==> src/rtl/demux_pkg.sv <==
// demux_pkg: lane, mode and slot-state encodings shared by the demux files
package demux_pkg;
  localparam logic LANE_A = 1'b0;
  localparam logic LANE_B = 1'b1;
  localparam logic MODE_SEL = 1'b0;
  localparam logic MODE_PING = 1'b1;
  typedef enum logic {EMPTY = 1'b0, FULL = 1'b1} slot_state_t;
endpackage

==> src/rtl/demux_1_to_2_reg_if.sv <==
// demux_1_to_2_reg_if: source and two-lane sink bundle of the registered demux
interface demux_1_to_2_reg_if #(parameter int WIDTH = 4, parameter int CNT_W = 8);
  logic             mode;
  logic             select;
  logic [WIDTH-1:0] in_data;
  logic             in_valid;
  logic             in_ready;
  logic [WIDTH-1:0] a_data;
  logic             a_valid;
  logic             a_ready;
  logic [WIDTH-1:0] b_data;
  logic             b_valid;
  logic             b_ready;
  logic [CNT_W-1:0] a_count;
  logic [CNT_W-1:0] b_count;
  modport slave (
    input  mode, select, in_data, in_valid, a_ready, b_ready,
    output in_ready, a_data, a_valid, b_data, b_valid, a_count, b_count
  );
  modport master (
    output mode, select, in_data, in_valid, a_ready, b_ready,
    input  in_ready, a_data, a_valid, b_data, b_valid, a_count, b_count
  );
endinterface

==> src/rtl/demux_out_slot.sv <==
// demux_out_slot: one-word output register with EMPTY/FULL state and delivery counter
module demux_out_slot
  import demux_pkg::*;
#(
  parameter int WIDTH = 4,
  parameter int CNT_W = 8
) (
  input  logic             clk,
  input  logic             reset,
  input  logic             load,
  input  logic [WIDTH-1:0] din,
  input  logic             ready,
  output logic             valid,
  output logic [WIDTH-1:0] data,
  output logic [CNT_W-1:0] count
);
  slot_state_t      state_q, state_d;
  logic [WIDTH-1:0] data_q, data_d;
  logic [CNT_W-1:0] count_q, count_d;
  logic             fire;
  always_comb begin
    fire    = (state_q == FULL) && ready;
    state_d = load ? FULL : fire ? EMPTY : state_q;
    data_d  = load ? din : data_q;
    count_d = fire ? count_q + 1'b1 : count_q;
  end
  always_ff @(posedge clk) begin
    if (reset) begin
      state_q <= EMPTY;
      data_q  <= '0;
      count_q <= '0;
    end else begin
      state_q <= state_d;
      data_q  <= data_d;
      count_q <= count_d;
    end
  end
  assign valid = (state_q == FULL);
  assign data  = data_q;
  assign count = count_q;
endmodule

==> src/rtl/demux_1_to_2_reg.sv <==
// demux_1_to_2_reg: steers a valid/ready word stream to lane A or B by select or ping-pong
module demux_1_to_2_reg
  import demux_pkg::*;
#(
  parameter int WIDTH = 4,
  parameter int CNT_W = 8
) (
  input logic               clk,
  input logic               reset,
  demux_1_to_2_reg_if.slave bus
);
  logic turn_q, turn_d;
  logic target, tgt_full, tgt_ready, in_ready, accept, load_a, load_b;
  // in_ready looks only at the target lane, so a stalled idle lane never blocks the other
  always_comb begin
    target    = (bus.mode == MODE_PING) ? turn_q : bus.select;
    tgt_full  = (target == LANE_B) ? bus.b_valid : bus.a_valid;
    tgt_ready = (target == LANE_B) ? bus.b_ready : bus.a_ready;
    in_ready  = !reset && (!tgt_full || tgt_ready);
    accept    = bus.in_valid && in_ready;
    load_a    = accept && (target == LANE_A);
    load_b    = accept && (target == LANE_B);
    turn_d    = (accept && bus.mode == MODE_PING) ? ~turn_q : turn_q;
  end
  always_ff @(posedge clk) begin
    if (reset) turn_q <= 1'b0;
    else turn_q <= turn_d;
  end
  assign bus.in_ready = in_ready;
  demux_out_slot #(.WIDTH(WIDTH), .CNT_W(CNT_W)) u_slot_a (
    .clk  (clk),
    .reset(reset),
    .load (load_a),
    .din  (bus.in_data),
    .ready(bus.a_ready),
    .valid(bus.a_valid),
    .data (bus.a_data),
    .count(bus.a_count)
  );
  demux_out_slot #(.WIDTH(WIDTH), .CNT_W(CNT_W)) u_slot_b (
    .clk  (clk),
    .reset(reset),
    .load (load_b),
    .din  (bus.in_data),
    .ready(bus.b_ready),
    .valid(bus.b_valid),
    .data (bus.b_data),
    .count(bus.b_count)
  );
endmodule

==> src/flat_wrapper.sv <==
// flat-port wrapper written by rule: the top's interface ports become plain ports
module demux_1_to_2_reg_flat import demux_pkg::*;
#(
  parameter int WIDTH = 4,
  parameter int CNT_W = 8
)
  (clk, reset, bus_mode, bus_select, bus_in_data, bus_in_valid, bus_a_ready, bus_b_ready, bus_in_ready, bus_a_data, bus_a_valid, bus_b_data, bus_b_valid, bus_a_count, bus_b_count);
  demux_1_to_2_reg_if #(.WIDTH(WIDTH), .CNT_W(CNT_W)) bus_i ();
  input logic clk;
  input logic reset;
  input wire logic [$bits(bus_i.mode)-1:0] bus_mode;
  input wire logic [$bits(bus_i.select)-1:0] bus_select;
  input wire logic [$bits(bus_i.in_data)-1:0] bus_in_data;
  input wire logic [$bits(bus_i.in_valid)-1:0] bus_in_valid;
  input wire logic [$bits(bus_i.a_ready)-1:0] bus_a_ready;
  input wire logic [$bits(bus_i.b_ready)-1:0] bus_b_ready;
  output wire logic [$bits(bus_i.in_ready)-1:0] bus_in_ready;
  output wire logic [$bits(bus_i.a_data)-1:0] bus_a_data;
  output wire logic [$bits(bus_i.a_valid)-1:0] bus_a_valid;
  output wire logic [$bits(bus_i.b_data)-1:0] bus_b_data;
  output wire logic [$bits(bus_i.b_valid)-1:0] bus_b_valid;
  output wire logic [$bits(bus_i.a_count)-1:0] bus_a_count;
  output wire logic [$bits(bus_i.b_count)-1:0] bus_b_count;
  assign bus_i.mode = bus_mode;
  assign bus_i.select = bus_select;
  assign bus_i.in_data = bus_in_data;
  assign bus_i.in_valid = bus_in_valid;
  assign bus_i.a_ready = bus_a_ready;
  assign bus_i.b_ready = bus_b_ready;
  assign bus_in_ready = bus_i.in_ready;
  assign bus_a_data = bus_i.a_data;
  assign bus_a_valid = bus_i.a_valid;
  assign bus_b_data = bus_i.b_data;
  assign bus_b_valid = bus_i.b_valid;
  assign bus_a_count = bus_i.a_count;
  assign bus_b_count = bus_i.b_count;
  demux_1_to_2_reg #(.WIDTH(WIDTH), .CNT_W(CNT_W)) u_core (.clk(clk), .reset(reset), .bus(bus_i));
endmodule
==> config.mk <==
export PLATFORM = sky130hd
export DESIGN_NAME = demux_1_to_2_reg_flat
export DESIGN_NICKNAME = d
export VERILOG_FILES = /design/src/rtl/demux_pkg.sv /design/src/rtl/demux_1_to_2_reg_if.sv /design/src/rtl/demux_out_slot.sv /design/src/rtl/demux_1_to_2_reg.sv /design/src/flat_wrapper.sv
export SDC_FILE = /design/constraint.sdc
export NUM_CORES = 1
export LEC_CHECK = 0
export ABC_CLOCK_PERIOD_IN_PS = 1300
export CAP_MARGIN = 30
export CORE_ASPECT_RATIO = 2
export CORE_MARGIN = 10
export CORE_UTILIZATION = 45
export CTS_BUF_LIST = sky130_fd_sc_hd__clkbuf_16
export DETAILED_ROUTE_END_ITERATION = 7
export PLACE_DENSITY = 0.78
export SYNTH_ARGS = -nofsm -noshare
export SYNTH_HDL_FRONTEND = slang
export SYNTH_SLANG_ARGS = --single-unit
==> constraint.sdc <==
create_clock -name clk -period 1.3 [get_ports clk]
set_input_delay 0.13 -clock clk [delete_from_list [all_inputs] [get_ports clk]]
set_output_delay 0.13 -clock clk [all_outputs]
set_load 0.1 [all_outputs]
==> run_results.csv, run 1 <==
group,metric,value,unit
yosys,ys_ff_latch,27,
worst_setup_path,worst_setup_path_end_kind,"output pin",
yosys,ys_warn_count,0,
cts,htree_levels,1,
final_layout,n_antenna_cell,0,
global_route,antenna_found_initial,0,
yosys,synth_top_cell_by_area,"dfxtp_1",
yosys,netlist_area,1200,sq um
cts,clk_pin_slew,0.07,ns
global_route,grt_pass1_wl,6270,um
worst_setup_path,worstSetupStartpoint,"u_core.turn_q",
worst_setup_path,crit_path_start_kind,"flop",
route,vias,1227,
route,firstDrtPassIters,4,
global_route,grt_pass1_vias,1266,
yosys,netlist.area_leader.share,0.450,
cts,worstSkewPairLatency,0.27,ns
worst_setup_path,max_stage_delay,0.38,ns
cts,cts_max_path_buffers,2,
route,routed_via_density,5.71,
cts,cts_tree,"built",
yosys,yosysUniqueCellTypes,24,
worst_setup_path,crit_chain,"mux2_4 -> nor2_4 -> nor3_4 -> buf_12",
final_layout,nets,201,
yosys,synth.net_count,146,
sta,fin_ws,-0.0801,ns
hold_path,hp-class,"input port to flop",
floorplan,rows,26,
final_layout,final_area,2240,sq um
global_route,grt-ovfl-total,0,
final_layout,num-fill-cells,127,
placed_design,port_buffers,37,
yosys,yosysMostFrequentCell,"dfxtp_1",
sta,max_freq,0.725,GHz
worst_setup_path,worst-setup-path-type,"flop to output pin",
route,ant_nets,0,
worst_setup_path,worstPathRequired,1.17,ns
global_route,grt_usage,0.145,
worst_setup_path,worstReg2RegStart,"u_core.u_slot_a.count[1]",
placed_design,placed_area,2070,sq um
sta,tightest_slew,0.284,ns
route,drc,0,
final_layout,drive_above_1_share,0.449,
global_route,grt_max_degree,16,
outcome,violations,"negative setup slack",
yosys,syn_area_per_cell,9.02,sq um
sta,timing.final.crit_period,1.38,ns
worst_setup_path,arrival,1.25,ns
floorplan,initial_core_util,0.467,
hold_path,hold_start,"bus_a_ready",
cts,postCtsHoldBufs,0,
floorplan,dieArea,5260,sq um
route,drt_wl_total,3950,um
floorplan,die_x,56.5,um
yosys,ys_async_sr_fraction,0,
sta,slew_viol_final,0,
flow_run,cap_violations,0,
floorplan,placeableCoreArea,2570,sq um
final_layout,area_growth,86.8,%
yosys,synth-edff-count,0,
cts,cts-root-buf,"clkbuf_16",
pwr,ir_drop,0.000839,V
placed_design,hpwl,2800,um
worst_setup_path,slowest_stage,"dfxtp_4",
yosys,synthCells,133,
pwr,p_per_area,912,nW/um^2
outcome,outcome,"finished, violations left",
sta,hold_viol,0,
route,drtIter0Drc,30,
yosys,ys_top_cells_by_area,"dfxtp_1 45%, mux2i_1 7.5%, nand2b_1 7.3%",
pwr,p_leak,0.848,nW
floorplan,die_y,93.0,um
yosys,ys.flop_type,"dfxtp_1",
cts,cts_made_buffers,3,
sta,setup-tns-final,-0.0801,ns
sta,slew_headroom,0.809,
worst_setup_path,path_max_fanout,4,
sta,rsz0062_at_grt,"true",
sta,post-route-period-util,1.06,
cts,cts.sink_count,27,
floorplan,io-pin-count,38,
sta,setup_viol,1,
route,wl_per_cell,18.4,um
sta,finClkSkew,0.00329,ns
placed_design,routabilityCongestion,0.854,
yosys,yosysSeqAreaShare,0.450,
yosys,ys_top_cells_by_count,"27 x dfxtp_1, 14 x nand2b_1, 12 x a21oi_1",
## area by class of cell
cell class | count | area (sq um) | share of cell area
Clock buffer | 3 | 75.1 | 0.0335
Clock inverter | 1 | 5.00 | 0.00223
Inverter | 2 | 7.51 | 0.00335
Multi-Input combinational cell | 100 | 751 | 0.335
Sequential cell | 27 | 604 | 0.270
Tap cell | 28 | 35.0 | 0.0156
Timing Repair Buffer | 54 | 763 | 0.341
## placed cells by master (no fill, tap or decap), types with 6 or more instances in the layout
master and n:
buf_12 27, nand3_1 7, dfxtp_1 8, a21oi_1 12, dfxtp_4 16, nand2_1 8
nand2b_1 12, mux2i_1 8, clkdlybuf4s50_1 6, buf_4 17, nor2_1 6
## path summary, 6_finish.rpt
path                                            endpoint  slack, ns  cells after the start
worst min register to register  u_core.u_slot_b.count[7]       0.50                      2
worst max register to register  u_core.u_slot_a.count[4]       0.04                      4
worst min-delay path            u_core.u_slot_a.count[1]       0.41                      3
worst max-delay path                        bus_in_ready      -0.08                      4
## critical path, delay by kind of cell, from the launching register on
family | cells | cell delay [ns]
mux | 1 | 0.18
buf+inv | 1 | 0.20
simple gates | 2 | 0.23
flops | 1 | 0.38
## stage by stage
step | worst slack (ns) | cells | power [mW] | hold WS [ns] | utilization
floorplan | -0.241 | 133 | 1.13 | 0.260 | -
global placement | -0.285 | 204 | 1.32 | 0.474 | 0.804
detailed placement | -0.323 | 204 | 1.33 | 0.490 | 0.804
CTS | -0.0666 | 208 | 2.03 | 0.400 | 0.844
global route | -0.119 | 215 | 2.11 | 0.444 | 0.872
finish | -0.0801 | 215 | 2.04 | 0.405 | 0.872
## sequential cells by signal, indices dropped and copies added (netlist names)
| register | count |
|---|---|
| u_core.u_slot_a.count | 8 |
| u_core.u_slot_a.valid | 1 |
| u_core.u_slot_b.count | 8 |
| u_core.u_slot_a.data | 4 |
| u_core.u_slot_b.valid | 1 |
| u_core.u_slot_b.data | 4 |
| u_core.turn_q | 1 |
## where the power goes
group	switching (mW)	internal [mW]	total, mW
clock	0.294	0.416	0.710
combinational	0.277	0.190	0.467
sequential	0.0397	0.826	0.866
total	0.611	1.43	2.04
## layer usage
| layer | part of all wire | global-route usage | wire length, um |
|---|---|---|---|
| met1 | 0.36 | 0.133 | 1440 |
| met2 | 0.55 | 0.281 | 2190 |
| met3 | 0.062 | 0.0407 | 243 |
| met4 | 0.022 | 0.0605 | 85 |
| met5 | 0 | 0 | 0 |
## logic make-up (layout without fill, tap and decap cells)
family | Yosys count | count (layout) | synth area share
and+or+nand+nor | 61 | 61 | 0.279
muxes | 12 | 12 | 0.103
adders and majority gates | 2 | 2 | 0.0209
AOI/OAI and AO/OA | 21 | 21 | 0.0970
buffers and inverters | 6 | 60 | 0.0198
xor gates and xnor gates | 4 | 4 | 0.0292
DFF | 27 | 27 | 0.450
## repair_timing
item | in CTS | in global routing
pin swaps | 1 | 4
gates resized for setup | 11 | 5
setup endpoints to repair | 8 | 7
hold endpoints to repair | 0 | 0
buffers inserted | 0 | 7
(Power assumes the default switching activity.)
==> inputs of run 2 (changes only) <==
--- a/config.mk
+++ b/config.mk
@@ -13,6 +13,7 @@
 export CTS_BUF_LIST = sky130_fd_sc_hd__clkbuf_16
 export DETAILED_ROUTE_END_ITERATION = 7
 export PLACE_DENSITY = 0.78
+export SKIP_CTS_REPAIR_TIMING = 1
 export SYNTH_ARGS = -nofsm -noshare
 export SYNTH_HDL_FRONTEND = slang
 export SYNTH_SLANG_ARGS = --single-unit
==> run 2 against run 1 <==
Against the previous run: die area stayed put; fmax up 1.0%; critical path depth unchanged; worst setup slack improved by 0.014 ns; cell area is 0.67% higher; the flow still finishes with violations (negative setup slack); largest cell class unchanged; clock skew about the same; critical path type unchanged; utilization increased by 0.58 points; combinational power about the same; total power barely moved.
==> run_results.csv, run 2 (synthesis gave the netlist of run 1 again) <==
group,metric,value,unit
cts,cts_made_buffers,3,
final_layout,nets,201,
final_layout,final_cell_mix,"27 x buf_12, 17 x buf_4, 16 x dfxtp_4",
pwr,comb_power_share,0.229,
pwr,power.total,2.04,mW
worst_setup_path,crit_end,"bus_in_ready",
outcome,violations,"negative setup slack",
cts,htree_levels,1,
route,vias,1251,
floorplan,dieArea,5260,sq um
sta,finClkSkew,0.00295,ns
pwr,p_clk_frac,0.348,
route,wl_per_cell,18.5,um
final_layout,area_growth,88.0,%
final_layout,n_antenna_cell,0,
final_layout,final_common_cell,"buf_12",
route,drt_wl_total,3970,um
floorplan,placeableCoreArea,2570,sq um
floorplan,initial_core_util,0.467,
route,ant_nets,0,
sta,whs,0.288,ns
sta,setup_viol,1,
worst_setup_path,reg2reg_depth,4,
sta,timing.final.crit_period,1.37,ns
sta,tightest_slew,0.357,ns
sta,hold_viol,0,
global_route,antenna_found_initial,0,
placed_design,dp_slack,-0.323,ns
route,drc,0,
sta,max_freq,0.732,GHz
floorplan,die_y,93.0,um
worst_setup_path,arrival,1.24,ns
worst_setup_path,worstPathRequired,1.17,ns
worst_setup_path,crit_path_start_kind,"flop",
cts,cts.sink_count,27,
placed_design,hpwl,2800,um
global_route,grt_max_degree,16,
hold_path,hp-class,"input port to flop",
cts,cts_tree,"built",
global_route,grt_pass1_vias,1271,
worst_setup_path,r2r-end,"u_core.u_slot_a.count[4]",
pwr,p_int,1.43,mW
cts,cts-root-buf,"clkbuf_16",
placed_design,port_buffers,37,
cts,worstSkewPairLatency,0.26,ns
cts,cts_max_path_buffers,2,
cts,clk_pin_slew,0.07,ns
route,routed_via_density,5.82,
flow_run,cap_violations,0,
pwr,p_per_area,906,nW/um^2
pwr,ir_drop,0.000825,V
floorplan,die_x,56.5,um
worst_setup_path,worstSetupStartpoint,"u_core.turn_q",
global_route,grt_usage,0.143,
pwr,p_sw_frac,0.298,
worst_setup_path,worst_setup_path_end_kind,"output pin",
final_layout,drive_above_1_share,0.449,
worst_setup_path,r2r_slack,0.02,ns
sta,slew_headroom,0.760,
floorplan,rows,26,
placed_design,routabilityCongestion,0.854,
pwr,sequentialPowerShare,0.423,
outcome,outcome,"finished, violations left",
global_route,grt-ovfl-total,0,
worst_setup_path,worst-setup-path-type,"flop to output pin",
sta,slew_viol_final,0,
pwr,p_switching,0.608,mW
route,drtIter0Drc,27,
pwr,p_leak,0.880,nW
worst_setup_path,worstReg2RegStart,"u_core.u_slot_a.count[1]",
route,firstDrtPassIters,4,
sta,post-route-period-util,1.05,
floorplan,io-pin-count,38,
sta,rsz0062_at_grt,"true",
global_route,grt_pass1_wl,6190,um
worst_setup_path,path_max_fanout,4,
sta,fin_ws,-0.0664,ns
[run 2: changes by cell type in the layout (fill, tap and decap cells not counted), sizes merged]
cell          delta
dlygate4sd2      -4
dlymetal6s2s     +4
[run 2: how the worst min path moves through the flow]
stage                     depth (start not counted)  slack [ns]                        to                      from
after global routing                              4        0.31     u_core.u_slot_a.valid                bus_select
final                                             4        0.29     u_core.u_slot_a.valid                bus_select
after floorplan                                   2        0.26     u_core.u_slot_a.valid              bus_in_valid
after detailed placement                          2        0.49  u_core.u_slot_a.count[7]  u_core.u_slot_a.count[7]
after global placement                            2        0.47  u_core.u_slot_b.count[7]  u_core.u_slot_b.count[7]
after CTS                                         3        0.45   u_core.u_slot_b.data[0]            bus_in_data[0]
[run 2: stage by stage]
stage	instance area, sq um	setup TNS, ns	instances	utilization
global route	2260	-0.254	215	0.878
finish	2260	-0.0664	215	0.878
detailed placement	2070	-4.79	204	0.804
global placement	2070	-3.81	204	0.804
floorplan	1330	-0.828	133	-
CTS	2150	-0.374	208	0.835
[run 2: per-layer routing]
metal	vias up	wire, um	GRT usage
li1	587	-	-
met1	596	1460	0.130
met2	55	2120	0.277
met3	13	242	0.0407
met4	0	150	0.0605
met5	-	0	0
[run 2: worst max-delay path, stage by stage, from the launching register on]
cell and delay (ns):
dfxtp_4 0.37, mux2_4 0.18, nor2_4 0.04, nor3_4 0.19
buf_12 0.20
[run 2: final cells by class]
type                            instances  area, sq um
Timing Repair Buffer                   54          778
Multi-Input combinational cell        100          751
Sequential cell                        27          604
Fill cell                             121          314
Clock buffer                            3         75.1
Tap cell                               28         35.0
Inverter                                2         7.51
Clock inverter                          1         5.00
[run 2: power groups by stage]
stage / clock, mW / sequential (mW) / combinational, mW
4_1_cts: 0.715 / 0.867 / 0.445
3_5_place_dp: 0 / 0.885 / 0.443
3_3_place_gp: 0 / 0.884 / 0.436
2_1_floorplan: 0 / 1.03 / 0.101
6_report: 0.711 / 0.865 / 0.468
5_1_grt: 0.754 / 0.868 / 0.487
==> inputs of run 3 (changes only) <==
--- a/config.mk
+++ b/config.mk
@@ -8,12 +8,14 @@
 export ABC_CLOCK_PERIOD_IN_PS = 1300
 export CAP_MARGIN = 30
 export CORE_ASPECT_RATIO = 2
-export CORE_MARGIN = 10
+export CORE_MARGIN = 2
 export CORE_UTILIZATION = 45
 export CTS_BUF_LIST = sky130_fd_sc_hd__clkbuf_16
 export DETAILED_ROUTE_END_ITERATION = 7
 export PLACE_DENSITY = 0.78
+export REMOVE_ABC_BUFFERS = 1
 export SKIP_CTS_REPAIR_TIMING = 1
+export SLEW_MARGIN = 15
 export SYNTH_ARGS = -nofsm -noshare
 export SYNTH_HDL_FRONTEND = slang
 export SYNTH_SLANG_ARGS = --single-unit
==> run 3 against run 2 <==
Against the previous run: the run still ends with negative setup slack left; fmax is 6.0% lower; first-iteration DRC count increased by 63%; total power up 0.21%; critical endpoint unchanged.
==> run_results.csv, run 3 (synthesis gave the netlist of run 1 again) <==
group,metric,value,unit
floorplan,io-pin-count,38,
sta,tightest_slew,0.305,ns
sta,slew_headroom,0.797,
route,drc,0,
worst_setup_path,worstPathRequired,1.17,ns
pwr,p_sw_frac,0.292,
placed_design,placed_area,2030,sq um
pwr,ir_drop,0.000890,V
placed_design,hpwl,2630,um
worst_setup_path,worst-setup-path-type,"input port to output pin",
final_layout,final_cell_mix,"27 x buf_12, 25 x buf_4, 19 x dfxtp_1",
floorplan,initial_core_util,0.473,
route,vias,1276,
worst_setup_path,slowest_stage,"clkdlybuf4s50_1",
route,drt_wl_total,3850,um
global_route,grt_pass1_vias,1321,
flow_run,cap_violations,0,
pwr,p_int,1.45,mW
worst_setup_path,crit_chain,"clkdlybuf4s50_1 -> mux2_2 -> nor2_1 -> nor3_2 -> buf_12",
cts,cts_tree,"built",
final_layout,final_common_cell,"buf_12",
final_layout,area_growth,82.9,%
floorplan,dieArea,3120,sq um
hold_path,hp-class,"input port to flop",
pwr,p_switching,0.598,mW
floorplan,rows,26,
worst_setup_path,max_stage_delay,0.52,ns
cts,cts_made_buffers,3,
worst_setup_path,path_max_fanout,3,
sta,finClkSkew,0.00523,ns
cts,cts-root-buf,"clkbuf_16",
route,drtIter0Drc,44,
worst_setup_path,worstSetupStartpoint,"bus_select",
worst_setup_path,worst_setup_path_end_kind,"output pin",
pwr,p_clk_frac,0.341,
worst_setup_path,arrival,1.32,ns
sta,setup_viol,1,
global_route,antenna_found_initial,0,
worst_setup_path,crit_path_start_kind,"input port",
worst_setup_path,worstReg2RegStart,"u_core.turn_q",
final_layout,nets,209,
placed_design,port_buffers,37,
cts,clk_pin_slew,0.07,ns
floorplan,placeableCoreArea,2540,sq um
route,ant_nets,0,
sta,slew_viol_final,0,
global_route,grt-ovfl-total,0,
cts,cts.sink_count,27,
pwr,p_per_area,933,nW/um^2
sta,max_freq,0.688,GHz
global_route,grt_max_degree,15,
hold_path,hold_start,"bus_a_ready",
worst_setup_path,r2r_slack,0.04,ns
pwr,comb_power_share,0.229,
cts,cts_max_path_buffers,2,
pwr,p_leak,0.879,nW
pwr,sequentialPowerShare,0.430,
final_layout,finalNonFillerCells,223,
outcome,violations,"negative setup slack",
placed_design,placedCellCount,217,
cts,worstSkewPairLatency,0.26,ns
floorplan,die_x,40.5,um
sta,hold_viol,0,
sta,fin_ws,-0.153,ns
floorplan,die_y,77.0,um
route,routed_via_density,5.72,
global_route,grt_pass1_wl,5640,um
sta,rsz0062_at_grt,"true",
sta,post-route-period-util,1.12,
placed_design,routabilityCongestion,0.805,
final_layout,final_area,2190,sq um
route,firstDrtPassIters,4,
final_layout,drive_above_1_share,0.385,
route,wl_per_cell,17.3,um
sta,timing.final.crit_period,1.45,ns
final_layout,n_antenna_cell,0,
outcome,outcome,"finished, violations left",
cts,htree_levels,1,
global_route,grt_usage,0.252,
-- run 3: cell count changes in the layout (fill, tap and decap cells not counted), sizes merged --
| cell | before | now |
|---|---|---|
| clkinv | 1 | 0 |
| inv | 2 | 3 |
| clkdlybuf4s50 | 6 | 7 |
| buf | 44 | 52 |
| dlymetal6s2s | 4 | 3 |
-- run 3: critical path, delay by kind of cell --
family	cells	cell delay [ns]
mux	1	0.21
buf+inv	2	0.73
simple gates	2	0.25
-- run 3: layout make-up --
class                   count  area, sq um
clock buffers               3         75.1
repair buffers             62          836
inverters                   2         7.51
well taps                  28         35.0
fillers                   121          343
clock inverters             1         3.75
multi-input cells         100          679
flip-flops and latches     27          558
-- run 3: routing by layer --
layer | GRT usage | routed length, um | vias up
met3 | 0.0434 | 190 | 12
met4 | 0.120 | 119 | 0
met5 | 0 | 0 | -
li1 | - | - | 596
met2 | 0.460 | 2230 | 59
met1 | 0.238 | 1310 | 609
-- run 3: power by group through the flow --
stage	clock (mW)	sequential (mW)	combinational (mW)
after floorplan	0	1.05	0.0810
after global placement	0	0.895	0.441
after detailed placement	0	0.896	0.452
after CTS	0.700	0.879	0.454
after global routing	0.725	0.883	0.484
final	0.697	0.881	0.469
-- run 3: final timing paths --
check | cells after the start | endpoint
worst max-delay path | 5 | bus_in_ready
worst min-delay path | 3 | u_core.u_slot_a.count[1]
worst max register to register | 3 | u_core.u_slot_b.data[0]
worst min register to register | 2 | u_core.u_slot_b.data[1]
-- run 3: per-stage QoR --
step	utilization	TNS, ns	setup slack (ns)	hold slack, ns	power (mW)
floorplan	-	-14.68	-1.94	0.199	1.13
global placement	0.801	-4.20	-0.353	0.480	1.34
detailed placement	0.801	-5.29	-0.394	0.502	1.35
CTS	0.832	-1.12	-0.404	0.481	2.03
global route	0.865	-0.232	-0.191	0.275	2.09
finish	0.865	-0.153	-0.153	0.266	2.05
